### config.mk
export PLATFORM = sky130hd
export DESIGN_NAME = pong_match_ctrl
export DESIGN_NICKNAME = d
export VERILOG_FILES = /design/src/rtl/pong_pkg.sv /design/src/rtl/btn_edge_latch.sv /design/src/rtl/pong_match_ctrl.sv
export SDC_FILE = /design/constraint.sdc
export NUM_CORES = 1
export LEC_CHECK = 0
export CAP_MARGIN = 0
export CORE_MARGIN = 2
export CORE_UTILIZATION = 50
export CTS_BUF_LIST = sky130_fd_sc_hd__clkbuf_4 sky130_fd_sc_hd__clkbuf_8
export DETAILED_ROUTE_END_ITERATION = 6
export PLACE_DENSITY_LB_ADDON = 0.05
export SETUP_SLACK_MARGIN = 0.3
export SLEW_MARGIN = 20
export SYNTH_ARGS = -nofsm -noshare
export SYNTH_HDL_FRONTEND = slang
export SYNTH_SLANG_ARGS = --single-unit
### constraint.sdc
create_clock -name clk -period 5.79 [get_ports clk]
set_clock_uncertainty 0.2 [all_clocks]
set_input_delay 1.158 -clock clk [delete_from_list [all_inputs] [get_ports clk]]
set_output_delay 1.158 -clock clk [all_outputs]
set_load 0.03 [all_outputs]
### src/rtl/pong_pkg.sv
// rtl/pong_pkg.sv - shared encodings, widths and helpers for the pong match controller
package pong_pkg;

  localparam int SCORE_W = 4;
  localparam int TIME_W  = 6;

  typedef enum logic [1:0] {
    ST_P1_SERVE = 2'd0,
    ST_P2_SERVE = 2'd1,
    ST_PLAYING  = 2'd2,
    ST_END      = 2'd3
  } state_e;

  localparam logic DIR_TO_P2 = 1'b0;
  localparam logic DIR_TO_P1 = 1'b1;

  // Scores stop at the top of their range instead of wrapping back to zero.
  function automatic logic [SCORE_W-1:0] sat_inc(input logic [SCORE_W-1:0] s);
    return (s == '1) ? s : s + SCORE_W'(1);
  endfunction

endpackage

### src/rtl/btn_edge_latch.sv
// rtl/btn_edge_latch.sv - OR of a player's two buttons, rising-edge detect, sticky until cleared
module btn_edge_latch (
  input  logic clk,
  input  logic reset,
  input  logic btn_a_i,
  input  logic btn_b_i,
  input  logic clr_i,
  output logic pending_o
);

  logic btn_now;
  logic rise;
  logic prev_q;
  logic pend_q;
  logic pend_d;

  assign btn_now = btn_a_i | btn_b_i;
  assign rise    = btn_now & ~prev_q;

  // A fresh edge beats a clear in the same cycle so it survives to the next tick.
  always_comb begin
    pend_d = pend_q;
    if (clr_i) pend_d = 1'b0;
    if (rise)  pend_d = 1'b1;
  end

  always_ff @(posedge clk or posedge reset) begin
    if (reset) begin
      prev_q <= 1'b1;
      pend_q <= 1'b0;
    end else begin
      prev_q <= btn_now;
      pend_q <= pend_d;
    end
  end

  assign pending_o = pend_q;

endmodule

### src/rtl/pong_match_ctrl.sv
// rtl/pong_match_ctrl.sv - match sequencer: serve/play/end state, scores, serve countdown, launch
// Optional DEUCE_RULE_EN: a win also needs a two-point lead (a saturated scorer scoring again wins).
module pong_match_ctrl
  import pong_pkg::*;
#(
  parameter int unsigned LEFT_LIMIT    = 150,
  parameter int unsigned RIGHT_LIMIT   = 490,
  parameter int unsigned WIN_SCORE     = 7,
  parameter int unsigned SERVE_TIMEOUT = 50
) (
  input  logic               clk,
  input  logic               reset,
  input  logic               tick,
  input  logic               p1l,
  input  logic               p1r,
  input  logic               p2l,
  input  logic               p2r,
  input  logic               restart,
  input  logic [9:0]         ball_x,
  output logic [1:0]         game_state,
  output logic [SCORE_W-1:0] p1_score,
  output logic [SCORE_W-1:0] p2_score,
  output logic [TIME_W-1:0]  time_cnt,
  output logic               launch,
  output logic               launch_dir,
  output logic               winner
);

  localparam logic [9:0]         LEFT_L  = 10'(LEFT_LIMIT);
  localparam logic [9:0]         RIGHT_L = 10'(RIGHT_LIMIT);
  localparam logic [SCORE_W-1:0] WIN_S   = SCORE_W'(WIN_SCORE);
  localparam logic [TIME_W-1:0]  SERVE_T = TIME_W'(SERVE_TIMEOUT);

  state_e             state_q;
  logic [SCORE_W-1:0] p1_score_q;
  logic [SCORE_W-1:0] p2_score_q;
  logic [TIME_W-1:0]  time_cnt_q;
  logic               launch_q;
  logic               launch_dir_q;
  logic               winner_q;

  logic               p1_pend;
  logic               p2_pend;
  logic               pend_clr;
  logic [SCORE_W-1:0] p1_score_d;
  logic [SCORE_W-1:0] p2_score_d;
  logic               p1_wins;
  logic               p2_wins;

  // Every tick consumes whatever edges were latched; restart out of END flushes them too.
  assign pend_clr = tick | ((state_q == ST_END) & restart);

  btn_edge_latch u_p1_btn (
    .clk       (clk),
    .reset     (reset),
    .btn_a_i   (p1l),
    .btn_b_i   (p1r),
    .clr_i     (pend_clr),
    .pending_o (p1_pend)
  );

  btn_edge_latch u_p2_btn (
    .clk       (clk),
    .reset     (reset),
    .btn_a_i   (p2l),
    .btn_b_i   (p2r),
    .clr_i     (pend_clr),
    .pending_o (p2_pend)
  );

  assign p1_score_d = sat_inc(p1_score_q);
  assign p2_score_d = sat_inc(p2_score_q);

`ifdef DEUCE_RULE_EN
  assign p1_wins = (p1_score_d >= WIN_S) &&
                   (({1'b0, p1_score_d} >= ({1'b0, p2_score_q} + 5'd2)) || (p1_score_q == '1));
  assign p2_wins = (p2_score_d >= WIN_S) &&
                   (({1'b0, p2_score_d} >= ({1'b0, p1_score_q} + 5'd2)) || (p2_score_q == '1));
`else
  assign p1_wins = (p1_score_d >= WIN_S);
  assign p2_wins = (p2_score_d >= WIN_S);
`endif

  always_ff @(posedge clk or posedge reset) begin
    if (reset) begin
      state_q      <= ST_P1_SERVE;
      p1_score_q   <= '0;
      p2_score_q   <= '0;
      time_cnt_q   <= SERVE_T;
      launch_q     <= 1'b0;
      launch_dir_q <= DIR_TO_P2;
      winner_q     <= 1'b0;
    end else begin
      launch_q <= 1'b0;
      case (state_q)
        ST_P1_SERVE: begin
          if (tick) begin
            if (p1_pend || (time_cnt_q <= TIME_W'(1))) begin
              launch_q     <= 1'b1;
              launch_dir_q <= DIR_TO_P2;
              state_q      <= ST_PLAYING;
              time_cnt_q   <= '0;
            end else begin
              time_cnt_q <= time_cnt_q - TIME_W'(1);
            end
          end
        end
        ST_P2_SERVE: begin
          if (tick) begin
            if (p2_pend || (time_cnt_q <= TIME_W'(1))) begin
              launch_q     <= 1'b1;
              launch_dir_q <= DIR_TO_P1;
              state_q      <= ST_PLAYING;
              time_cnt_q   <= '0;
            end else begin
              time_cnt_q <= time_cnt_q - TIME_W'(1);
            end
          end
        end
        ST_PLAYING: begin
          // Right-side miss is checked first so overlapping limits still resolve deterministically.
          if (tick) begin
            if (ball_x > RIGHT_L) begin
              p1_score_q <= p1_score_d;
              if (p1_wins) begin
                state_q  <= ST_END;
                winner_q <= 1'b0;
              end else begin
                state_q    <= ST_P2_SERVE;
                time_cnt_q <= SERVE_T;
              end
            end else if (ball_x < LEFT_L) begin
              p2_score_q <= p2_score_d;
              if (p2_wins) begin
                state_q  <= ST_END;
                winner_q <= 1'b1;
              end else begin
                state_q    <= ST_P1_SERVE;
                time_cnt_q <= SERVE_T;
              end
            end
          end
        end
        ST_END: begin
          if (restart) begin
            p1_score_q <= '0;
            p2_score_q <= '0;
            state_q    <= ST_P1_SERVE;
            time_cnt_q <= SERVE_T;
          end
        end
        default: begin
          state_q <= ST_P1_SERVE;
        end
      endcase
    end
  end

  assign game_state = state_q;
  assign p1_score   = p1_score_q;
  assign p2_score   = p2_score_q;
  assign time_cnt   = time_cnt_q;
  assign launch     = launch_q;
  assign launch_dir = launch_dir_q;
  assign winner     = winner_q;

endmodule

==> flow_summary.yaml, run 1 <==
outcome:
  status: "complete, no violations"
finish:
  stdcell_area_mm2: 0.00188
  synthToLayoutAreaGrowth_pct: 28.6
  antenna_cells: 0
  fillCellCount: 240
  nets: 220
  multiInputGateArea_um2: 813
  drive_gt1_share_pct: 11.7
  ff_latch_area_um2: 582
synthesis:
  synth_common_cells: "dfrtp_1, inv_1, a21oi_1, nand2_1, nor2_1"
  synthCells: 159
  syn-num-nets: 181
  netlist_top_cells_area: "dfrtp_1, dfstp_2, a21oi_1"
  avgSynthCellArea_um2: 9.21
  synth.ff_latch_count: 23
  netlist_area_mm2: 0.00147
  synth_top_area_share_pct: 30.7
  yosys.cell_types.count: 51
  yosysMostFrequentCell: "dfrtp_1"
  yosysWarnings: 0
  async_flop_share_pct: 100
  synth_edf_count: 0
  synth_top_flop_cell: "dfrtp_1"
  netlist.top_cell.by_area: "dfrtp_1"
  ys_seq_area_share_pct: 39.7
hold_path:
  min_to: "winner"
  hp-start: "winner"
  min_path_type: "reg2reg"
  min_path_cells: 1
clock_tree:
  cts_buffer_depth: 2
  cts_hold_buffers: 0
  cts_tree: "yes"
  clk_pin_slew_ns: 0.13
  post_cts_resized: 0
  clock_sinks: 23
  h-tree-depth: 1
  cts_root_buf: "clkbuf_4"
  insertion_delay_ns: 0.32
  cts_setup_buffers: 0
  numCtsBuffers: 3
route:
  drt_iter0_drc: 48
  avgRoutedWirePerCell_um: 15.5
  drc: 0
  vias: 1336
  routed_via_density: 5.86
  totalWireLength_mm: 3.52
  ant_nets: 0
  first_pass_iters: 4
global_route:
  grtUsageMet1_pct: 29.1
  antenna_found_initial: 0
  grt_usage_pct: 22.1
  grt_max_degree: 24
  busiest_layer: "met2"
  grt_pass1_wl_mm: 5.74
  grt_remaining_overflow: 0
  use_met3_pct: 4.02
  grt_pass1_vias: 1276
  use_met2_pct: 36.0
critical_path:
  cp.required_ns: 5.81
  cp_slowest_cell: "clkdlybuf4s50_1"
  crit_family: "compound AO/OA/AOI/OAI gates"
  path_buf_inv: 1
  r2r-end: "time_cnt[0]"
  crit_top_cell: "a21oi_1"
  critPathKind: "in2reg"
  path_max_fanout: 6
  worstRegToRegCells: 6
  r2r-start: "p2_score[0]"
  cp.depth: 6
  r2r_slack_ns: 3.38
  cp_slowest_stage_delay_ns: 0.50
  cp-start-kind: "primary input"
  cp-end-kind: "flip-flop"
  crit_path_cell_trace: "clkdlybuf4s50_1 > a21oi_1 > a21oi_1 > nor3_1 > a211oi_4 > mux2_4"
  worstPathArrival_ns: 3.19
placement:
  post-dp-hpwl_mm: 2.68
  gp_congestion: 0.833
  port_buffers: 36
  place_area_mm2: 0.00185
timing:
  worst_pin_slew_ns: 0.891
  finalCritPeriodShare_pct: 54.9
  setup_viol: 0
  fmax_mhz: 315
  period_minus_slack_ns: 3.18
  setup_tns_ns: 0
  slew_viol_final: 0
  slew_headroom_pct: 40.5
  hold_violations: 0
  rsz0062_at_grt: "no"
power:
  leakage_nw: 0.850
  power.density_mw_per_mm2: 559
  totalPowerFinal_mw: 1.05
  irDropWorstVdd_v: 0.000445
floorplan:
  die-area_mm2: 0.00338
  io_pins: 37
  start_util_pct: 52.7
  coreArea_mm2: 0.00278
  die_w_um: 58.1
  die_h_um: 58.1
  row_count: 19
flow_run:
  max-cap-violations: 0
[routing by layer]
| metal | vias up | wire length [um] |
|---|---|---|
| met5 | - | 0 |
| met4 | 0 | 44 |
| met3 | 5 | 195 |
| met2 | 36 | 1720 |
| met1 | 642 | 1560 |
| li1 | 653 | - |
[kinds of logic (layout without fill, tap and decap cells)]
| family | count (synthesis) | count (layout) | synth area share [%] |
|---|---|---|---|
| AOI/OAI and AO/OA | 50 | 50 | 26.1 |
| xor gates and xnor gates | 1 | 1 | 0.598 |
| adders and majority gates | 4 | 4 | 3.42 |
| buffers and inverters | 18 | 56 | 4.78 |
| DFF | 23 | 23 | 39.7 |
| muxes | 5 | 5 | 3.84 |
| and+or+nand+nor | 58 | 58 | 21.5 |
[worst max path at each step]
stage | from | to | slack [ns]
2_1_floorplan | ball_x[5] | time_cnt[0] | 3.03
3_3_place_gp | ball_x[7] | time_cnt[0] | 2.39
3_5_place_dp | ball_x[7] | time_cnt[0] | 2.30
4_1_cts | ball_x[3] | time_cnt[0] | 2.65
5_1_grt | ball_x[7] | time_cnt[0] | 2.52
6_report | ball_x[3] | time_cnt[0] | 2.61
[per-stage QoR]
step / hold slack (ns) / util, % / setup slack [ns] / cells
2_1_floorplan: 0.249 / - / 3.03 / 159
3_3_place_gp: 0.263 / 66.7 / 2.39 / 224
3_5_place_dp: 0.266 / 66.7 / 2.30 / 224
4_1_cts: 0.296 / 67.7 / 2.65 / 228
5_1_grt: 0.311 / 67.7 / 2.52 / 228
6_report: 0.296 / 67.7 / 2.61 / 228
[cell usage in the layout, fill, tap and decap left out, drive strengths merged, types with 5 or more instances in the layout]
cell type / Yosys / layout
inv: 16 / 16
nand2: 17 / 17
nand3: 7 / 7
clkdlybuf4s50: 0 / 36
dfrtp: 18 / 18
a21oi: 15 / 15
dfstp: 5 / 5
o21ai: 8 / 8
nor2: 12 / 12
[state kept, by name, indices dropped and copies added (netlist names)]
signal,flops
game_state,2
launch_dir,1
p2_score,4
u_p2_btn.prev_q,1
u_p1_btn.prev_q,1
u_p1_btn.pending_o,1
winner,1
launch,1
time_cnt,6
p1_score,4
u_p2_btn.pending_o,1
[cell type report]
| class | count | share of cell area, % |
|---|---|---|
| Inverter | 16 | 3.19 |
| Clock buffer | 4 | 1.59 |
| Tap cell | 31 | 2.06 |
| Sequential cell | 23 | 30.9 |
| Timing Repair Buffer | 36 | 19.1 |
| Multi-Input combinational cell | 118 | 43.2 |
[power by group]
group          internal (mW)  switching, mW  leakage (nW)
logic                  0.279          0.361         0.550
registers              0.233         0.0977         0.281
clock network         0.0317         0.0506        0.0184
total                  0.544          0.509         0.850
No activity file was read; power rests on OpenSTA's default activity.
==> run 2: changes to the inputs <==
Settings changed: CORE_UTILIZATION 50 to 46.
Clock period 5.79 ns to 2.6 ns, I/O delays scaled along.
==> flow_summary.yaml, run 2 (synthesis results as in run 1) <==
global_route:
  grt_usage_pct: 21.5
  grt_remaining_overflow: 0
  grt_pass1_wl_mm: 5.87
  antenna_found_initial: 0
  grt_max_degree: 15
  grt_pass1_vias: 1385
finish:
  fin_cells: 248
  synthToLayoutAreaGrowth_pct: 38.5
  layout_common_cells: "clkdlybuf4s50_1, inv_1, nand2_1"
  final_core_util_pct: 66.5
  nets: 227
  antenna_cells: 0
  drive_gt1_share_pct: 19.1
  largest_register_ffs: 6
  final_common_cell: "clkdlybuf4s50_1"
clock_tree:
  clk_pin_slew_ns: 0.13
  clock_sinks: 23
  cts_root_buf: "clkbuf_4"
  numCtsBuffers: 3
  h-tree-depth: 1
  insertion_delay_ns: 0.32
  cts_tree: "yes"
  cts_buffer_depth: 2
  cts_hold_buffers: 0
power:
  leakage_nw: 0.959
  irDropWorstVdd_v: 0.000612
  power.density_mw_per_mm2: 1200
timing:
  slew_viol_final: 0
  setup_viol: 0
  worst_pin_slew_ns: 0.520
  period_minus_slack_ns: 2.23
  holdWs_ns: 0.306
  fmax_mhz: 448
  hold_violations: 0
  finalCritPeriodShare_pct: 85.8
  slew_headroom_pct: 65.3
  rsz0062_at_grt: "no"
critical_path:
  crit_path_cell_trace: "clkdlybuf4s50_1"
  critPathKind: "reg2out"
  cp-start-kind: "flip-flop"
  cp_slowest_stage_delay_ns: 0.72
  path_buf_inv: 1
  cp.depth: 1
  worstRegToRegCells: 5
  cp_slowest_cell: "clkdlybuf4s50_1"
  cp-end-kind: "output port"
  path_max_fanout: 7
  cp.required_ns: 1.88
  worstPathArrival_ns: 1.51
  crit_family: "buffers and inverters"
route:
  routed_via_density: 5.54
  avgRoutedWirePerCell_um: 14.8
  drc: 0
  drt_iter0_drc: 54
  first_pass_iters: 4
  totalWireLength_mm: 3.67
  ant_nets: 0
  vias: 1373
outcome:
  status: "complete, no violations"
placement:
  post-dp-hpwl_mm: 2.80
  gp_congestion: 0.834
  dp.cells: 243
  port_buffers: 36
floorplan:
  coreArea_mm2: 0.00305
  die-area_mm2: 0.00365
  die_w_um: 60.4
  start_util_pct: 48.0
  row_count: 20
  die_h_um: 60.4
  io_pins: 37
hold_path:
  min_path_type: "in2async"
flow_run:
  max-cap-violations: 0
-- run 2: cell count changes in the layout (fill, tap and decap cells not counted), moves of 2 or more --
cell             delta
ha_4                +2
clkdlybuf4s50_1     -8
dfrtp_1             -6
ha_1                -2
buf_4               +6
dlymetal6s2s_1      +7
dfrtp_2             +6
-- run 2: final cells by class --
cell class | count | area (um2)
Multi-Input combinational cell | 118 | 853
Fill cell | 264 | 1020
Clock buffer | 4 | 30.0
Timing Repair Buffer | 43 | 442
Inverter | 16 | 60.1
Sequential cell | 23 | 589
Tap cell | 44 | 55.1
-- run 2: where the power goes --
group	internal [mW]	total, mW	switching [mW]	leakage (nW)
Sequential	0.529	0.758	0.229	0.275
Combinational	0.677	1.50	0.823	0.666
Clock	0.0706	0.183	0.112	0.0184
-- run 2: repair_timing --
| item | 4_1_cts | 5_1_grt |
|---|---|---|
| setup buffers | 0 | 1 |
| cloned | 0 | 0 |
| pin swaps | 0 | 1 |
| setup endpoints to repair | 3 | 12 |
| resized for setup | 3 | 9 |
| endpoints found under the hold margin | 0 | 0 |
-- run 2: final timing paths --
path / from / end / slack [ns]
max: time_cnt[3] / time_cnt[3] / 0.37
min: reset / u_p1_btn.pending_o / 0.31
max reg2reg: time_cnt[2] / launch_dir / 0.40
min reg2reg: launch_dir / launch_dir / 0.31
max in group asynchronous: reset / p2_score[0] / 1.43
min in group clk: launch_dir / launch_dir / 0.31
-- run 2: through the flow --
stage | instance area (um2) | setup WS (ns) | total power, mW | setup TNS [ns]
global route | 2030 | 0.309 | 2.62 | 0
global placement | 1960 | 0.0615 | 2.20 | 0
detailed placement | 1960 | -0.00833 | 2.25 | -0.00833
CTS | 1990 | 0.289 | 2.43 | 0
floorplan | 1500 | 0.311 | 1.73 | 0
finish | 2030 | 0.369 | 2.44 | 0
-- run 2: routing by layer --
| layer | track usage, % | vias to the layer above | wire [um] |
|---|---|---|---|
| met2 | 36.2 | 39 | 1810 |
| met5 | 0 | - | 0 |
| met1 | 26.8 | 661 | 1620 |
| li1 | - | 669 | - |
| met3 | 4.05 | 4 | 195 |
| met4 | 9.63 | 0 | 39 |
==> run 3: changes to the inputs <==
Settings changed: CORE_UTILIZATION 46 to 44, CTS_BUF_LIST sky130_fd_sc_hd__clkbuf_4 sky130_fd_sc_hd__clkbuf_8 to not set.
==> flow_summary.yaml, run 3 (synthesis results as in run 1) <==
critical_path:
  critPathKind: "reg2out"
  cp_slowest_cell: "clkdlybuf4s50_1"
  r2r_slack_ns: 0.38
  crit_family: "buffers and inverters"
  worstPathArrival_ns: 1.53
  crit_path_cell_trace: "clkdlybuf4s50_1"
  path_max_fanout: 3
  r2r-end: "launch_dir"
  cp-end-kind: "output port"
  cp.depth: 1
  worstSetupEndpoint: "time_cnt[5]"
  crit_start: "time_cnt[5]"
  path_buf_inv: 1
  cp_slowest_stage_delay_ns: 0.66
  r2r-start: "time_cnt[2]"
  worstRegToRegCells: 5
  cp-start-kind: "flip-flop"
  cp.required_ns: 1.88
timing:
  slew_headroom_pct: 65.1
  hold_violations: 0
  setup_tns_ns: 0
  rsz0062_at_grt: "no"
  period_minus_slack_ns: 2.25
  setup_slack_ns: 0.349
  finalCritPeriodShare_pct: 86.6
  slew_viol_final: 0
  setup_viol: 0
  fmax_mhz: 444
  worst_pin_slew_ns: 0.523
finish:
  largest_register_ffs: 6
  fillCellCount: 286
  multiInputGateArea_um2: 853
  synthToLayoutAreaGrowth_pct: 38.3
  final_common_cell: "clkdlybuf4s50_1"
  drive_gt1_share_pct: 19.0
  stdcell_area_mm2: 0.00203
  nets: 228
  ff_latch_area_um2: 589
  antenna_cells: 0
  layout_common_cells: "clkdlybuf4s50_1, inv_1, nand2_1"
placement:
  post-dp-hpwl_mm: 2.71
  port_buffers: 36
  place_ws_ns: 0.0643
  gp_congestion: 0.831
  place_area_mm2: 0.00196
clock_tree:
  insertion_delay_ns: 0.31
  cts_tree: "yes"
  clk_pin_slew_ns: 0.14
  cts_buffer_depth: 2
  h-tree-depth: 1
  cts_root_buf: "clkbuf_4"
  numCtsBuffers: 3
  clock_sinks: 23
  cts_hold_buffers: 0
global_route:
  grt_max_degree: 15
  grt_usage_pct: 20.9
  grt_remaining_overflow: 0
  grt_pass1_vias: 1344
  antenna_found_initial: 0
  grt_pass1_wl_mm: 5.96
power:
  leakage_nw: 0.927
  power.density_mw_per_mm2: 1210
  irDropWorstVdd_v: 0.000589
route:
  vias: 1380
  avgRoutedWirePerCell_um: 14.8
  drt_iter0_drc: 52
  drc: 0
  first_pass_iters: 4
  totalWireLength_mm: 3.69
  ant_nets: 0
  routed_via_density: 5.54
floorplan:
  row_count: 20
  io_pins: 37
  die_w_um: 61.7
  die-area_mm2: 0.00381
  die_h_um: 61.7
  start_util_pct: 47.2
  coreArea_mm2: 0.00310
hold_path:
  hp-start: "winner"
  min_path_type: "reg2reg"
  min_path_cells: 1
outcome:
  status: "complete, no violations"
flow_run:
  max-cap-violations: 0
-- run 3: cell count changes in the layout (fill, tap and decap cells not counted) --
| cell | change |
|---|---|
| clkdlybuf4s50_1 | +3 |
| dlymetal6s2s_1 | -3 |
| buf_4 | +1 |
| clkbuf_1 | +1 |
| clkbuf_4 | -1 |
-- run 3: worst min-delay path by stage --
| stage | to | slack (ns) |
|---|---|---|
| 2_1_floorplan | u_p1_btn.pending_o | 0.25 |
| 3_3_place_gp | u_p2_btn.pending_o | 0.27 |
| 3_5_place_dp | winner | 0.28 |
| 4_1_cts | winner | 0.31 |
| 5_1_grt | winner | 0.34 |
| 6_report | winner | 0.30 |
-- run 3: per-stage QoR --
step / utilization, % / hold slack, ns / power (mW) / std cells
floorplan: - / 0.249 / 1.73 / 159
global placement: 63.1 / 0.267 / 2.20 / 243
detailed placement: 63.1 / 0.277 / 2.25 / 243
CTS: 64.0 / 0.306 / 2.42 / 247
global route: 65.3 / 0.337 / 2.63 / 249
finish: 65.3 / 0.302 / 2.45 / 249
-- run 3: where the power goes --
part | switching (mW) | leakage (nW) | internal (mW)
clock network | 0.111 | 0.0150 | 0.0599
logic | 0.831 | 0.637 | 0.690
registers | 0.227 | 0.275 | 0.529
-- run 3: cell type report --
cell class / count / share of cell area [%]
tap: 44 / 2.72
sequential: 23 / 29.1
inverter: 16 / 2.96
clock buffer: 4 / 1.30
timing repair buffer: 44 / 21.8
multi-input combinational: 118 / 42.1
-- run 3: per-layer routing --
layer  vias to the layer above  track usage [%]  wire length (um)
met5                         -                0                 0
met4                         0             7.90                39
met3                         5             3.11               172
met2                        44             35.2              1800
met1                       657             27.3              1680
li1                        674                -                 -
-- run 3: what timing repair did --
item | in CTS | in global routing
gates resized for setup | 3 | 6
gates cloned | 0 | 0
pin swaps | 0 | 1
endpoints found under the setup margin | 3 | 8
buffers inserted | 0 | 2
